### src/rtl/ctrl_uart_rx.sv
// 8N1 UART receiver and fixed-length control-frame parser; `out` updates only on a complete, valid frame.
// Define CTRL_CHECKSUM_EN to require a trailing XOR checksum byte after the data bytes.
//
// byte fsm  | meaning
// B_IDLE    | line idle, waiting for a falling edge on rx_s
// B_START   | waiting half a bit, then confirming the start bit
// B_DATA    | sampling 8 data bits, LSB first
// B_STOP    | sampling the stop bit
// B_BREAK   | framing error seen, waiting for the line to return high
//
// frame fsm   | meaning
// F_WAIT_SYNC | discarding bytes until SYNC
// F_DATA      | storing N_CH data bytes into the shadow registers
// F_CHK       | comparing the checksum byte with the running XOR
module ctrl_uart_rx #(
    parameter int         FCLK        = 50_000_000,
    parameter int         BAUD        = 115_200,
    parameter int         N_CH        = 7,
    parameter logic [7:0] SYNC        = 8'hA5,
    parameter int         TIMEOUT_CYC = 50_000
) (
    input  logic       clk,
    input  logic       reset_n,
    input  logic       ctrl_rx,
    output logic [7:0] out [0:N_CH-1],
    output logic       out_valid,
    output logic       frame_err
);

    localparam int BIT_DIV  = FCLK / BAUD;
    localparam int HALF_DIV = BIT_DIV / 2;
    localparam int DIV_W    = $clog2(BIT_DIV);
    localparam int TMO_W    = $clog2(TIMEOUT_CYC + 1);
    localparam int IDX_W    = (N_CH > 1) ? $clog2(N_CH) : 1;

    typedef enum logic [2:0] {B_IDLE, B_START, B_DATA, B_STOP, B_BREAK} bstate_e;
    typedef enum logic [1:0] {F_WAIT_SYNC, F_DATA, F_CHK} fstate_e;

    logic             sync1_q;
    logic             rx_s_q;
    logic             rx_s;
    logic [1:0]       warm_q;
    logic             rx_prev_q;
    logic             rx_prev_d;
    logic             fall;

    bstate_e          bstate_q, bstate_d;
    logic [DIV_W-1:0] div_q, div_d;
    logic [2:0]       bit_q, bit_d;
    logic [7:0]       shreg_q, shreg_d;
    logic             byte_rdy_q, byte_rdy_d;
    logic             byte_err_q, byte_err_d;
    logic             div_done;

    fstate_e          fstate_q, fstate_d;
    logic [IDX_W-1:0] idx_q, idx_d;
    logic [7:0]       shadow_q [0:N_CH-1];
    logic [7:0]       shadow_d [0:N_CH-1];
    logic [7:0]       out_q [0:N_CH-1];
    logic [7:0]       out_d [0:N_CH-1];
    logic             out_valid_q, out_valid_d;
    logic             frame_err_q, frame_err_d;
    logic [TMO_W-1:0] tmo_q, tmo_d;
    logic             tmo_hit;
    logic             last_ch;
`ifdef CTRL_CHECKSUM_EN
    logic [7:0]       xor_q, xor_d;
`endif

    // rx_prev only reports a high line once the synchroniser holds real samples,
    // so a line that is low at reset release cannot fake a start edge.
    always_ff @(posedge clk or negedge reset_n) begin
        if (!reset_n) begin
            sync1_q   <= 1'b1;
            rx_s_q    <= 1'b1;
            warm_q    <= 2'b00;
            rx_prev_q <= 1'b0;
        end else begin
            sync1_q   <= ctrl_rx;
            rx_s_q    <= sync1_q;
            warm_q    <= {warm_q[0], 1'b1};
            rx_prev_q <= rx_prev_d;
        end
    end

    assign rx_s      = rx_s_q;
    assign rx_prev_d = warm_q[1] & rx_s;
    assign fall      = rx_prev_q & ~rx_s;
    assign div_done  = (div_q == '0);

    always_ff @(posedge clk or negedge reset_n) begin
        if (!reset_n) bstate_q <= B_IDLE;
        else          bstate_q <= bstate_d;
    end

    always_comb begin
        bstate_d = bstate_q;
        case (bstate_q)
            B_IDLE:  if (fall) bstate_d = B_START;
            B_START: if (div_done) bstate_d = rx_s ? B_IDLE : B_DATA;
            B_DATA:  if (div_done && bit_q == 3'd7) bstate_d = B_STOP;
            B_STOP:  if (div_done) bstate_d = rx_s ? B_IDLE : B_BREAK;
            B_BREAK: if (rx_s) bstate_d = B_IDLE;
            default: bstate_d = B_IDLE;
        endcase
    end

    always_comb begin
        div_d      = div_q;
        bit_d      = bit_q;
        shreg_d    = shreg_q;
        byte_rdy_d = 1'b0;
        byte_err_d = 1'b0;
        case (bstate_q)
            B_IDLE: if (fall) div_d = DIV_W'(HALF_DIV - 1);
            B_START: begin
                if (div_done) begin
                    div_d = DIV_W'(BIT_DIV - 1);
                    bit_d = 3'd0;
                end else begin
                    div_d = div_q - 1'b1;
                end
            end
            B_DATA: begin
                if (div_done) begin
                    shreg_d = {rx_s, shreg_q[7:1]};
                    bit_d   = bit_q + 3'd1;
                    div_d   = DIV_W'(BIT_DIV - 1);
                end else begin
                    div_d = div_q - 1'b1;
                end
            end
            B_STOP: begin
                if (div_done) begin
                    byte_rdy_d = rx_s;
                    byte_err_d = ~rx_s;
                end else begin
                    div_d = div_q - 1'b1;
                end
            end
            default: ;
        endcase
    end

    always_ff @(posedge clk or negedge reset_n) begin
        if (!reset_n) begin
            div_q      <= '0;
            bit_q      <= '0;
            shreg_q    <= '0;
            byte_rdy_q <= 1'b0;
            byte_err_q <= 1'b0;
        end else begin
            div_q      <= div_d;
            bit_q      <= bit_d;
            shreg_q    <= shreg_d;
            byte_rdy_q <= byte_rdy_d;
            byte_err_q <= byte_err_d;
        end
    end

    assign tmo_hit = (fstate_q != F_WAIT_SYNC) && (tmo_q == TMO_W'(TIMEOUT_CYC));
    assign last_ch = (idx_q == IDX_W'(N_CH - 1));

    always_ff @(posedge clk or negedge reset_n) begin
        if (!reset_n) fstate_q <= F_WAIT_SYNC;
        else          fstate_q <= fstate_d;
    end

    always_comb begin
        fstate_d = fstate_q;
        if (tmo_hit || byte_err_q) begin
            fstate_d = F_WAIT_SYNC;
        end else if (byte_rdy_q) begin
            case (fstate_q)
                F_WAIT_SYNC: if (shreg_q == SYNC) fstate_d = F_DATA;
`ifdef CTRL_CHECKSUM_EN
                F_DATA:      if (last_ch) fstate_d = F_CHK;
                F_CHK:       fstate_d = F_WAIT_SYNC;
`else
                F_DATA:      if (last_ch) fstate_d = F_WAIT_SYNC;
`endif
                default:     fstate_d = F_WAIT_SYNC;
            endcase
        end
    end

    // Without the checksum the commit happens on the last data byte itself,
    // so the committed set comes from shadow_d, which already holds that byte.
    always_comb begin
        idx_d       = idx_q;
        shadow_d    = shadow_q;
        out_d       = out_q;
        out_valid_d = 1'b0;
        frame_err_d = tmo_hit | byte_err_q;
        tmo_d       = (fstate_q == F_WAIT_SYNC || byte_rdy_q || tmo_hit) ? '0 : tmo_q + 1'b1;
`ifdef CTRL_CHECKSUM_EN
        xor_d       = xor_q;
`endif
        if (byte_rdy_q && !tmo_hit && !byte_err_q) begin
            case (fstate_q)
                F_WAIT_SYNC: begin
                    if (shreg_q == SYNC) begin
                        idx_d = '0;
`ifdef CTRL_CHECKSUM_EN
                        xor_d = 8'h00;
`endif
                    end
                end
                F_DATA: begin
                    for (int k = 0; k < N_CH; k++) begin
                        if (idx_q == IDX_W'(k)) shadow_d[k] = shreg_q;
                    end
                    idx_d = idx_q + 1'b1;
`ifdef CTRL_CHECKSUM_EN
                    xor_d = xor_q ^ shreg_q;
`else
                    if (last_ch) begin
                        out_d       = shadow_d;
                        out_valid_d = 1'b1;
                    end
`endif
                end
`ifdef CTRL_CHECKSUM_EN
                F_CHK: begin
                    if (shreg_q == xor_q) begin
                        out_d       = shadow_q;
                        out_valid_d = 1'b1;
                    end else begin
                        frame_err_d = 1'b1;
                    end
                end
`endif
                default: ;
            endcase
        end
    end

    always_ff @(posedge clk or negedge reset_n) begin
        if (!reset_n) begin
            idx_q       <= '0;
            out_valid_q <= 1'b0;
            frame_err_q <= 1'b0;
            tmo_q       <= '0;
`ifdef CTRL_CHECKSUM_EN
            xor_q       <= 8'h00;
`endif
            for (int k = 0; k < N_CH; k++) begin
                shadow_q[k] <= 8'h00;
                out_q[k]    <= 8'h00;
            end
        end else begin
            idx_q       <= idx_d;
            out_valid_q <= out_valid_d;
            frame_err_q <= frame_err_d;
            tmo_q       <= tmo_d;
`ifdef CTRL_CHECKSUM_EN
            xor_q       <= xor_d;
`endif
            shadow_q    <= shadow_d;
            out_q       <= out_d;
        end
    end

    assign out       = out_q;
    assign out_valid = out_valid_q;
    assign frame_err = frame_err_q;

endmodule

### config.mk
export PLATFORM = sky130hd
export DESIGN_NAME = ctrl_uart_rx
export DESIGN_NICKNAME = d
export VERILOG_FILES = /design/src/rtl/ctrl_uart_rx.sv
export SDC_FILE = /design/constraint.sdc
export NUM_CORES = 1
export LEC_CHECK = 0
export CAP_MARGIN = 20
export CORE_MARGIN = 3
export CORE_UTILIZATION = 30
export CTS_BUF_LIST = sky130_fd_sc_hd__clkbuf_8
export CTS_CLUSTER_SIZE = 10
export DETAILED_ROUTE_END_ITERATION = 6
export MAX_ROUTING_LAYER = met4
export SLEW_MARGIN = 10
export SYNTH_ARGS = -nofsm -noshare
export SYNTH_HDL_FRONTEND = slang
export SYNTH_SLANG_ARGS = --single-unit
### constraint.sdc
create_clock -name clk -period 2.1 [get_ports clk]
set_input_delay 0.42 -clock clk [delete_from_list [all_inputs] [get_ports clk]]
set_output_delay 0.42 -clock clk [all_outputs]
set_load 0.02 [all_outputs]
==> metrics <==
IO buf count=60; Post-DP HPWL=between 10 and 15 mm; antenna viol nets, final=0; final hold slack=between 0.3 and 0.4 ns; RSZ-0062 raised after global routing=yes; sum of negative setup slack=0 ns; Critical Path End Type=register; Area contributors post-synth=dfrtp_1, mux2_1, mux2i_1; vias in the first global route=4821; antenna violations before repair=0; final wirelength=15.2 mm; num ports=between 60 and 70; Maximum Capacitance Violations=0; post-synth cell types=64; die area=around 0.025 mm²; worst path required time=~2.5 ns; width of the die=157 µm; Final period util=between 90 and 100%; worst slack at placement=-0.0665 ns; worst vdd ir=about 370 µV; Final nets=between 600 and 700; Syn Inst Count=526; share of post-route cells with drive strength above 1=roughly 23%; worst slew pin tran=~0.51 ns; cts bufs inserted=17; critical-path maximum fanout=4; Mean Syn Cell Area=between 10 and 15 µm²; fin worst setup slack=between 0.006 and 0.007 ns; EDFF count, synth=0; Async S/R FF share, synth=100%; CTS tree=yes; Startpoint Class=register; grt ovf=0; FP Rows=54; Layout area overhead=25.7%; Data arrival, critical path=approximately 2.5 ns; Lkg Pwr=4.09 nW; Worst slew margin=~66%; Synth Flop Type=dfrtp_1; final slew viol count=0; vias=4598; Period minus WS final=about 2.1 ns; wire length per cell=16.4 µm; post-synthesis net count=between 500 and 600; area of the mapped netlist=slightly below 0.007 mm²; root buf cell=clkbuf_8; core area=roughly 0.022 mm²; WS Path Type=reg -> reg; die height=between 150 and 200 µm; Sink Count=156; worst-skew pair later-pin latency=~0.44 ns; P per Cell Area=a little under 700 mW/mm²; DR iter-0 viols=260; first-pass iteration count of the detailed router=5; Total Power=~5.9 mW; Max clock buf depth=2; area share of the leading cell type in the synthesized netlist=between 50% and 60%; Final Hold Fails=0; status=finished, final reports clean; final non-filler cell total=927; setup violators final=0; Reg clk slew, reported paths=roughly 0.080 ns; GP Congestion=0.805; FF+latch count, synth=approximately 160; Remaining DRCs=0; Via density=just under 5; Synth warnings=0; diodes inserted=0; Peak Freq=478 MHz; first-pass GRT wire length=roughly 25 mm; cell taking the most area after synthesis=dfrtp_1; H-tree depth=4; Hold Crit Class=reg -> reg; GRT Total Usage=a little over an eighth; Starting Density=just over 30%; pin count of the biggest net entering global routing=54; cell count after placement=a little under 900; worst clock skew=roughly 0.011 ns; sequential area share after synthesis=a little under three fifths
==> worst max-delay path, cell delays in order (launching register included) <==
cell	delay (ns)
dfrtp_1	0.39
inv_2	0.07
ha_4	0.13
or4b_4	0.47
buf_6	0.14
or4_4	0.50
a211oi_2	0.19
o22a_1	0.14
==> synthesized netlist by cell type, types with 3 or more instances <==
library cell    n
dfrtp_1       154
mux2_1         70
a21oi_1        31
a31oi_1        27
mux2i_1        24
nor2_1         22
clkbuf_1       16
mux2_4         16
inv_1          14
nand2_1        14
o21ai_0        12
ha_1           10
and4_1          8
nand3_1         8
buf_2           7
nand4_1         7
xor2_1          6
xnor2_1         5
and2_1          4
buf_6           4
or3_1           4
and3_1          3
buf_1           3
mux2_2          3
o31ai_1         3
or4_4           3
==> cells by family (layout without fill, tap and decap cells) <==
logic type      Yosys count  after routing  share of synthesized area [%]
flops                   156            156                           56.8
mux                     113            113                           18.9
simple gates             94             94                           8.89
compound gates           91             91                           8.26
buf+inv                  49            170                           3.64
xor+xnor                 12             12                           1.64
fa+ha+maj                10             10                           1.82
other cells               1              1                         0.0545
==> sequential cells by signal (all words and copies together) (netlist names) <==
register and flops:
bit_q 3, out_valid 1, shadow_q 48, byte_rdy_q 1
rx_prev_q 1, rx_s 1, byte_err_q 1, frame_err 1
idx_q 3, bstate_q 3, warm_q 2, fstate_q 1
shreg_q 8, tmo_q 16, out 56, sync1_q 1
div_q 9
==> cells in the final DEF, fill, tap and decap left out, types with 18 or more instances in the layout <==
cell type,instances
a31oi_1,27
mux2i_1,24
nor2_1,22
dfrtp_1,154
clkbuf_8,18
buf_4,53
clkdlybuf4s50_1,59
mux2_1,62
a21oi_1,31
mux2_4,24
==> through the flow <==
stage / utilization (%) / cell area (µm²)
2_1_floorplan: - / 6900
5_1_grt: 39.0 / 8650
6_report: 39.0 / 8650
4_1_cts: 38.5 / 8530
3_5_place_dp: 36.6 / 8120
3_3_place_gp: 36.6 / 8120
==> metal layers <==
layer | vias to the layer above | GRT usage (%) | part of all wire [%] | wire length [µm]
met3 | 8 | 2.89 | 2.6 | 391
met2 | 79 | 20.9 | 47 | 7210
li1 | 2121 | - | - | -
met4 | 0 | 3.18 | 0.85 | 129
met1 | 2390 | 17.8 | 49 | 7510
met5 | - | - | 0 | 0
==> power by group <==
group	leakage [nW]	switching, mW	total [mW]	internal (mW)
Combinational	1.76	0.315	0.618	0.303
Clock	0.188	1.15	2.12	0.969
Sequential	2.14	0.0990	3.19	3.09
Total	4.09	1.56	5.93	4.37
==> final cells by class <==
class	count	area, µm²
clock buffers	18	248
multi-input cells	321	2810
fillers	2041	13500
inverters	15	56.3
repair buffers	123	1150
well taps	280	350
flip-flops and latches	156	3910
clock inverters	14	123
==> worst paths after layout <==
path | startpoint | end | slack [ns] | cells after the start
min in group asynchronous | reset_n | out[1] | 0.52 | 2
min reg2reg | warm_q[0] | warm_q[1] | 0.35 | 0
max in group asynchronous | reset_n | frame_err | 0.90 | 3
max reg2reg | div_q[1] | div_q[5] | 0.007 | 7
max | div_q[1] | div_q[5] | 0.007 | 7
min | warm_q[0] | warm_q[1] | 0.35 | 0
==> what timing repair did <==
| item | in CTS | in global routing |
|---|---|---|
| hold endpoints to repair | 48 | 0 |
| setup buffers | 2 | 5 |
| endpoints found under the setup margin | 31 | 69 |
| gates resized for setup | 2 | 15 |
| pin swaps | 3 | 1 |
| gates cloned | 0 | 0 |
| hold buffers | 1 | 0 |
(Power assumes the default switching activity.)
